===== src/rtl/alu_ctrl_pkg.sv =====
// alu_ctrl_pkg: opcodes, FSM states and opcode helpers shared by the ALU sequencer
package alu_ctrl_pkg;
    localparam logic [3:0] OP_ADD   = 4'd0;
    localparam logic [3:0] OP_SUB   = 4'd1;
    localparam logic [3:0] OP_AND   = 4'd2;
    localparam logic [3:0] OP_OR    = 4'd3;
    localparam logic [3:0] OP_NOT   = 4'd4;
    localparam logic [3:0] OP_NEG   = 4'd5;
    localparam logic [3:0] OP_MUL   = 4'd6;
    localparam logic [3:0] OP_DIV   = 4'd7;
    localparam logic [3:0] OP_SHR   = 4'd8;
    localparam logic [3:0] OP_SHRA  = 4'd9;
    localparam logic [3:0] OP_SHL   = 4'd10;
    localparam logic [3:0] OP_ROR   = 4'd11;
    localparam logic [3:0] OP_ROL   = 4'd12;
    localparam logic [3:0] OP_INCPC = 4'd13;
    localparam int NUM_OPS = 14;
    typedef enum logic [2:0] {IDLE, LOAD_Y, EXEC, WAIT, DONE} state_t;
    function automatic logic is_muldiv(input logic [3:0] op);
        return op == OP_MUL || op == OP_DIV;
    endfunction
    function automatic logic is_legal(input logic [3:0] op);
        return op <= OP_INCPC;
    endfunction
endpackage


===== src/rtl/alu_op_decode.sv =====
// alu_op_decode: registered opcode plus active flag to one-hot ALU control lines
import alu_ctrl_pkg::*;
module alu_op_decode (
    input  logic [3:0]         op_i,
    input  logic               active_i,
    output logic [NUM_OPS-1:0] onehot_o,
    output logic               legal_o
);
    // one line per opcode, only while the sequencer is driving the ALU
    always_comb begin
        legal_o  = is_legal(op_i);
        onehot_o = (active_i && legal_o) ? {{(NUM_OPS-1){1'b0}}, 1'b1} << op_i : '0;
    end
endmodule


===== src/rtl/alu_sequencer.sv =====
// alu_sequencer: sequences Y load, ALU op and result capture for one request at a time
import alu_ctrl_pkg::*;
module alu_sequencer #(
    parameter int unsigned MULDIV_WAIT = 3
) (
    input  logic        clock,
    input  logic        clear_n,
    input  logic        req_valid,
    output logic        req_ready,
    input  logic [3:0]  req_op,
    input  logic [31:0] req_a,
    input  logic [31:0] req_b,
    output logic [31:0] bus_out,
    output logic        y_in,
    output logic        op_add,
    output logic        op_sub,
    output logic        op_mul,
    output logic        op_div,
    output logic        op_and,
    output logic        op_or,
    output logic        op_not,
    output logic        op_neg,
    output logic        op_shr,
    output logic        op_shra,
    output logic        op_shl,
    output logic        op_ror,
    output logic        op_rol,
    output logic        op_incpc,
    input  logic [63:0] alu_result,
    output logic        rsp_valid,
    input  logic        rsp_ready,
    output logic [31:0] rsp_hi,
    output logic [31:0] rsp_lo,
    output logic        rsp_err
);
    state_t state_q, state_d;
    logic [3:0] op_q, op_d, cnt_q, cnt_d;
    logic [31:0] a_q, a_d, b_q, b_d, hi_q, hi_d, lo_q, lo_d;
    logic err_q, err_d, cap, active, legal;
    logic [NUM_OPS-1:0] ops;

    assign active    = state_q == EXEC || state_q == WAIT;
    assign req_ready = state_q == IDLE;
    assign rsp_valid = state_q == DONE;
    assign y_in      = state_q == LOAD_Y;
    assign bus_out   = y_in ? a_q : active ? b_q : '0;
    assign rsp_hi    = hi_q;
    assign rsp_lo    = lo_q;
    assign rsp_err   = err_q;
    assign {op_incpc, op_rol, op_ror, op_shl, op_shra, op_shr, op_div, op_mul,
            op_neg, op_not, op_or, op_and, op_sub, op_add} = ops;

    alu_op_decode u_dec (
        .op_i     (op_q),
        .active_i (active),
        .onehot_o (ops),
        .legal_o  (legal)
    );

    // state, operand, counter and result registers
    always_ff @(posedge clock or negedge clear_n) begin
        if (!clear_n) begin
            state_q <= IDLE;
            op_q    <= '0;
            cnt_q   <= '0;
            a_q     <= '0;
            b_q     <= '0;
            hi_q    <= '0;
            lo_q    <= '0;
            err_q   <= 1'b0;
        end else begin
            state_q <= state_d;
            op_q    <= op_d;
            cnt_q   <= cnt_d;
            a_q     <= a_d;
            b_q     <= b_d;
            hi_q    <= hi_d;
            lo_q    <= lo_d;
            err_q   <= err_d;
        end
    end

    // next-state: accept, Y load, execute, multicycle hold, respond
    always_comb begin
        state_d = state_q;
        op_d    = op_q;
        cnt_d   = cnt_q;
        a_d     = a_q;
        b_d     = b_q;
        hi_d    = hi_q;
        lo_d    = lo_q;
        err_d   = err_q;
        cap     = 1'b0;
        case (state_q)
            IDLE: if (req_valid) begin
                op_d = req_op;
                a_d  = req_a;
                b_d  = req_b;
                if (!is_legal(req_op) || (req_op == OP_DIV && req_b == '0)) begin
                    state_d = DONE;
                    err_d   = 1'b1;
                    hi_d    = '0;
                    lo_d    = '0;
                end else begin
                    state_d = req_op == OP_INCPC ? EXEC : LOAD_Y;
                end
            end
            LOAD_Y: state_d = EXEC;
            EXEC: if (is_muldiv(op_q) && MULDIV_WAIT != 0) begin
                cnt_d   = 4'(MULDIV_WAIT - 1);
                state_d = WAIT;
            end else begin
                cap = 1'b1;
            end
            WAIT: begin
                cap   = cnt_q == '0;
                cnt_d = cap ? cnt_q : cnt_q - 4'd1;
            end
            DONE: if (rsp_ready) begin
                state_d = IDLE;
                err_d   = 1'b0;
            end
            default: state_d = IDLE;
        endcase
        if (cap) begin
            state_d = DONE;
            hi_d    = alu_result[63:32];
            lo_d    = alu_result[31:0];
            err_d   = !legal;
        end
    end
endmodule


===== config.mk =====
export PLATFORM = sky130hd
export DESIGN_NAME = alu_sequencer
export DESIGN_NICKNAME = d
export VERILOG_FILES = /design/src/rtl/alu_ctrl_pkg.sv /design/src/rtl/alu_op_decode.sv /design/src/rtl/alu_sequencer.sv
export SDC_FILE = /design/constraint.sdc
export NUM_CORES = 1
export LEC_CHECK = 0
export ABC_CLOCK_PERIOD_IN_PS = 1930
export BUFFER_PORTS_ARGS = -buffer_cell sky130_fd_sc_hd__buf_2
export CAP_MARGIN = 15
export CORE_UTILIZATION = 44
export DETAILED_ROUTE_END_ITERATION = 16
export PLACE_DENSITY = 0.74
export SLEW_MARGIN = 20
export SYNTH_ARGS = -nofsm -noshare
export SYNTH_HDL_FRONTEND = slang
export SYNTH_SLANG_ARGS = --single-unit

===== constraint.sdc =====
create_clock -name clock -period 1.93 [get_ports clock]
set_clock_uncertainty 0.1 [all_clocks]
set_input_delay 0.0965 -clock clock [delete_from_list [all_inputs] [get_ports clock]]
set_output_delay 0.0965 -clock clock [all_outputs]
set_load 0.02 [all_outputs]

* Word level (Yosys, flattened, before mapping)
Index checks and enable logic that the tools add are counted.
** Word-level totals
- Bits in registers :: 140
- Bits in latches :: 0
- Bits in writable memories :: 0
- Bits in read-only memories :: 0
- Bits of input ports :: 136
- Output and inout port bits :: 114
- Memories kept :: 0
** Operators by class
- Add/sub/neg operators :: 1
- Multiply operators :: 0
- Div/mod/pow operators :: 0
- Order comparisons :: 2
- Eq/ne operators :: 15
- Shifts and indexed selects :: 1
- Mux-type cells :: 25
- Bitwise operators :: 0
- Reductions and logical operators :: 20
** Operators by type and width (count)
- $mux W32 :: 7
- $logic_not A32 Y1 :: 1
- $mux W3 :: 5
- $pmux W3 S5 :: 1
- $mux W14 :: 1
- $shl A1 B4 Y14 const A :: 1
- $eq A4 B3 Y1 const B :: 3
- $le A4 B4 Y1 const B :: 2
- $mux W4 :: 2
- $pmux W4 S2 :: 1
- $reduce_and A4 Y1 :: 2
- $reduce_bool A2 Y1 :: 4
- $eq A3 B2 Y1 const B :: 2
- $ne A3 B1 Y1 const B :: 2
- $ne A3 B2 Y1 const B :: 2
- $reduce_and A3 Y1 :: 2
- $mux W1 :: 5
- $eq A4 B4 Y1 const B :: 1
- $logic_not A4 Y1 :: 1
- $ne A2 B2 Y1 const B :: 2
- $pmux W1 S2 :: 2
- $sub A4 B1 Y4 const B :: 1
- $eq A3 B1 Y1 const B :: 1
- $eq A3 B3 Y1 const B :: 1
- other kinds (8) :: 12

* Logic depth before layout (Yosys ltp)
- Depth in word-level cells :: 7
- Depth in mapped cells :: 9

* Hierarchy
A second synthesis with hierarchy kept.
** Unflattened totals
- Cell total of the unflattened synthesis :: 426
- Area total of the unflattened synthesis :: 5803.1 um2
** Modules (own cells, without submodules)
- alu_sequencer :: instances 1, cells each 404, area an instance 5688.0 um2
- alu_op_decode :: instances 1, cells each 22, area an instance 115.1 um2

* Least setup slack after synthesis
Ideal clock, no wire load.
- Path kind :: reg-to-reg
- From :: register state_q[2]
- To :: register a_q[14]
- Data arrival time :: 1.870 ns
- Data required time :: 1.705 ns
- Slack :: -0.164 ns
- Stages on the path, launching flop included :: 8
- Path buffers :: 4
- Clock period less this slack :: 2.094 ns
- Path through :: dfrtp_1 > buf_2 > nor3_2 > and2_1 > buf_4 > buf_2 > buf_4 > mux2_2
** Between the ends
- Cells in the longest elaborated chain, start to end :: 2
** RTL lines
- from (decl) :: line alu_sequencer.sv:36 : state_t state_q, state_d;
- from (signal assigned) :: line alu_sequencer.sv:72 : state_q <= state_d;
- $logic_not A3 Y1
- net req_ready :: line alu_sequencer.sv:9 : output logic req_ready,
- $reduce_and A2 Y1 (no line)
- to (signal assigned) :: line alu_sequencer.sv:66 : a_q <= '0;
- to (signal assigned) :: line alu_sequencer.sv:75 : a_q <= a_d;
- to (decl) :: line alu_sequencer.sv:38 : logic [31:0] a_q, a_d, b_q, b_d, hi_q, hi_d, lo_q, lo_d;
The timed path passes the listed nets, and every way through them passes these cells.
A chain may end at the register's enable or synchronous reset.

* Worst setup path after layout
- From :: register cnt_q[0]
- To :: register lo_q[18], in the netlist rsp_lo[18]
** Between the ends
- Cells in the longest elaborated chain, start to end :: 4
- Elaborated cells on any way between the ends :: 7
- Those cells by class :: 2 x mux; 5 x reduce/logical
** RTL lines
- from (decl) :: line alu_sequencer.sv:37 : logic [3:0] op_q, op_d, cnt_q, cnt_d;
- from (signal assigned) :: line alu_sequencer.sv:74 : cnt_q <= cnt_d;
- $logic_not A4 Y1 * :: line alu_sequencer.sv:116 : cap = cnt_q == '0;
- $pmux W1 S2 * :: line alu_sequencer.sv:94 : case (state_q)
- $reduce_bool A2 Y1 (no line)
- $reduce_and A3 Y1 (no line)
- to (signal assigned) :: line alu_sequencer.sv:78 : lo_q <= lo_d;
- to (decl) :: line alu_sequencer.sv:38
Mark *: on every way between the ends. The rest lies on a longest branch, timed or not.

==> out/summary.log <==
INFO  run_status     outcome=finished with violations
INFO  run_status     violations=setup timing
INFO  drt            detail_route.vias_per_cell=5.57
INFO  place          numPlacedInstances=967
INFO  clocking       cts-htree-levels=4
INFO  worst_setup_path crit_family=simple AND/OR/NAND/NOR gates
INFO  yosys          synthDominantCellAreaShare=57.4%
INFO  worst_setup_path cp.arrival=2.21ns
INFO  worst_setup_path crit-reg2reg-launch=cnt_q[0]$_DFFE_PN0P_
INFO  global_routing grt_antenna_before_repair=0
INFO  sta            timing.final.setup_violations=94
INFO  sta            timing.final.max_slew_violations=0
INFO  sta            rsz0062_at_grt=yes
INFO  run            cap_violations=0
INFO  worst_setup_path timing.critical_path.to_type=flip-flop
INFO  place          globalplace.congestion=0.860
INFO  die            dieArea=14300um^2
INFO  clocking       clockBufferDepth=2
INFO  sta            slew_headroom=66.0%
INFO  worst_setup_path slowest_stage=sky130_fd_sc_hd__or3_4
INFO  drt            post-route-drc-count=0
INFO  drt            detail_route.first_pass.iterations=5
INFO  drt            final_antenna_net_count=0
INFO  pwr            cell_pwr_density=1790nW/um^2
INFO  pwr            power_leakage=0.00517uW
INFO  sta            final.setup.tns=-3.53ns
INFO  worst_setup_path cp-start-kind=flip-flop
INFO  place          hpwl=11.7mm
INFO  drt            drt-total-wl=24.3mm
INFO  pwr            switching_share=40.9%
INFO  global_routing first_pass_grt_wire_length=32.5mm
INFO  yosys          mappedNetlistNets=696
INFO  yosys          post_synth_instance_area=6100um^2
INFO  sta            setup_slack=-0.0829ns
INFO  pwr            total_power=19500uW
INFO  drt            post_drt_wl_per_cell=20.8um
INFO  die            die_h=120um
INFO  pwr            p_int=11500uW
INFO  yosys          ys_ff_latch=140
INFO  die            design.portCount=250
INFO  die            die_x=120um
INFO  worst_setup_path critical_path.most_common_cell=sky130_fd_sc_hd__o21ai_2
INFO  worst_setup_path cp-startpoint=cnt_q[0]$_DFFE_PN0P_
INFO  yosys          post_synthesis_cells=558
INFO  sta            hold-worst-slack=0.0953ns
INFO  pwr            vdd.ir_drop.worst=875uV
INFO  global_routing global_route.usage.total=29.5%
INFO  pwr            p_comb_share=54.1%
INFO  yosys          yosys_warnings=0
INFO  sta            period_needed=2.01ns
INFO  worst_setup_path path_cells=inv_2, ha_4, nor3b_4, o21ai_2, or3_4, clkbuf_16, nand2_2, o21ai_2
INFO  yosys          avgSynthCellArea=10.9um^2
INFO  worst_setup_path worstRegToRegCells=8
INFO  cells_and_area post_route_cells_drive_above_1_share=53.7%
INFO  cells_and_area multi_input_gate_area_in_the_final_layout=2960um^2
INFO  cells_and_area insertedDiodeCount=0
INFO  yosys          netlist-cell-type-count=42
INFO  global_routing first_global_vias=6456
INFO  worst_setup_path cp_data_required_time=2.12ns
INFO  clocking       worst_setup_hold_path_clk_slew=0.05ns
INFO  worst_setup_path rrSetupSlack=-0.08ns
INFO  worst_setup_path worstPathMaxFanout=8
INFO  cells_and_area most-common-layout-cells=sky130_fd_sc_hd__buf_2 (208), sky130_fd_sc_hd__dfrtp_1 (137), sky130_fd_sc_hd__dlygate4sd3_1 (135)
INFO  global_routing global_route.overflow_total=0
INFO  pwr            share_seq_of_total_power=28.6%
INFO  clocking       cts_tree=yes
INFO  yosys          synth.top_cells.by_area=sky130_fd_sc_hd__dfrtp_1 (57%), sky130_fd_sc_hd__mux2_2 (13%), sky130_fd_sc_hd__nand2_1 (8.3%)
INFO  place          number_of_buffers_inserted_by_port_buffering=249
INFO  sta            final.period_utilization=104%
INFO  cells_and_area layout_commonest_cell=sky130_fd_sc_hd__buf_2
INFO  clocking       cts_inserted_buffers=17
INFO  yosys          synth.largest_area_cell=sky130_fd_sc_hd__dfrtp_1
INFO  die            fp.coreArea=13400um^2
INFO  worst_setup_path cpPeakStageDelay=0.47ns
INFO  cells_and_area final-instance-count-excl-fill=1171
INFO  cells_and_area areaGrowthSynthToFinish=78.3%
INFO  die            floorplan.initialDensity=45.6%
INFO  clocking       clock_root_buffer=sky130_fd_sc_hd__clkbuf_16
INFO  worst_setup_path critical_path_depth=8
INFO  global_routing grt_start_max_net_pins=65
INFO  drt            via_count=6518
INFO  pwr            power.net_switching=7980uW
INFO  worst_hold_path worstHoldPathType=primary input to async pin
INFO  cells_and_area seq_area=3510um^2
INFO  clocking       clk_latency=0.42ns
INFO  sta            final-hold-violation-count=0
INFO  pwr            pwr-share-clk=17.3%
INFO  worst_setup_path cp_num_buf_inv=2
INFO  drt            drc_violation_total_after_the_first_tritonroute_iteration=433
INFO  sta            max_freq=0.497GHz
INFO  cells_and_area finish.net_count=1120
INFO  clocking       cts_sinks=140
INFO  cells_and_area fill_cells=686
INFO  worst_setup_path worstSetupPathType=flip-flop to flip-flop
INFO  die            core.rowCount=42
INFO  yosys          yosysSeqAreaShare=57.4%
INFO  sta            worst_slew_pin_slew=0.506ns
-- registers in the layout (all words and copies together) (netlist names) --
name and count:
a_q 32, b_q 32, rsp_hi 32, rsp_lo 32
cnt_q 4, op_q 4, state_q 3, rsp_err 1
-- path summary, 6_finish.rpt --
check / to
setup / recovery: rsp_lo[18]$_DFFE_PN0P_
hold / removal: rsp_lo[9]$_DFFE_PN0P_
setup reg to reg: rsp_lo[18]$_DFFE_PN0P_
hold reg to reg: a_q[2]$_DFFE_PN0P_
max in group asynchronous: b_q[0]$_DFFE_PN0P_
min in group clock: state_q[0]$_DFFE_PN0P_
-- power by group through the flow --
stage | sequential, uW | clock (uW) | combinational [uW]
after floorplan | 5890 | 0 | 4050
final | 5580 | 3370 | 10600
after global routing | 5710 | 3520 | 11100
after global placement | 5190 | 0 | 6890
after detailed placement | 5300 | 0 | 7110
after CTS | 5240 | 3370 | 8410
-- cells in the mapped netlist, drive strengths merged --
| library cell | number |
|---|---|
| a21boi | 1 |
| a21oi | 4 |
| a22o | 32 |
| a22oi | 1 |
| a31oi | 1 |
| a32oi | 1 |
| and2 | 1 |
| and4b | 1 |
| buf | 26 |
| clkbuf | 13 |
| dfrtp | 140 |
| ha | 2 |
| inv | 5 |
| mux2 | 70 |
| nand2 | 135 |
| nand2b | 2 |
| nand3 | 5 |
| nand3b | 3 |
| nand4 | 2 |
| nand4bb | 1 |
| nor2 | 14 |
| nor2b | 3 |
| nor3 | 8 |
| nor3b | 1 |
| nor4 | 7 |
| nor4b | 1 |
| o211a | 1 |
| o21a | 1 |
| o21ai | 70 |
| o22ai | 1 |
| o2bb2ai | 1 |
| o31a | 1 |
| or3 | 2 |
| or4 | 1 |
-- layout make-up --
class,count,share of cell area (%)
timing repair buffer,444,32.8
tap,176,2.02
clock buffer,26,4.59
sequential,140,32.2
inverter,5,0.172
clock inverter,6,0.989
multi-input combinational,374,27.2
-- per-layer routing --
| metal | routed length (um) | vias up | global-route usage (%) |
|---|---|---|---|
| met5 | 0 | - | 0 |
| met4 | 955 | 0 | 14.4 |
| met3 | 2080 | 84 | 8.37 |
| met2 | 12500 | 423 | 51.2 |
| met1 | 8760 | 3206 | 33.4 |
| li1 | - | 2805 | - |
-- what timing repair did --
action,4_1_cts,5_1_grt
pin swaps,3,65
gates resized for setup,56,210
cloned,4,11
setup endpoints to repair,114,116
setup buffers,16,8
hold buffers,135,0
endpoints found under the hold margin,274,0
-- cell families after synthesis --
logic type      after synthesis  synth area share, %
simple gates                187                 13.4
flops                       140                 57.4
compound gates              115                 12.1
mux                          70                 12.9
buf+inv                      44                 3.85
fa+ha+maj                     2                0.410
-- per-stage QoR --
stage,area [um^2],util [%],setup WS (ns)
finish,10900,81.2,-0.0829
detailed placement,7650,57.1,-0.226
global route,10900,81.2,-0.146
floorplan,6130,-,0.0136
CTS,9990,74.6,-0.0358
global placement,7650,57.1,-0.164
Power figures use the tool's default switching activity.
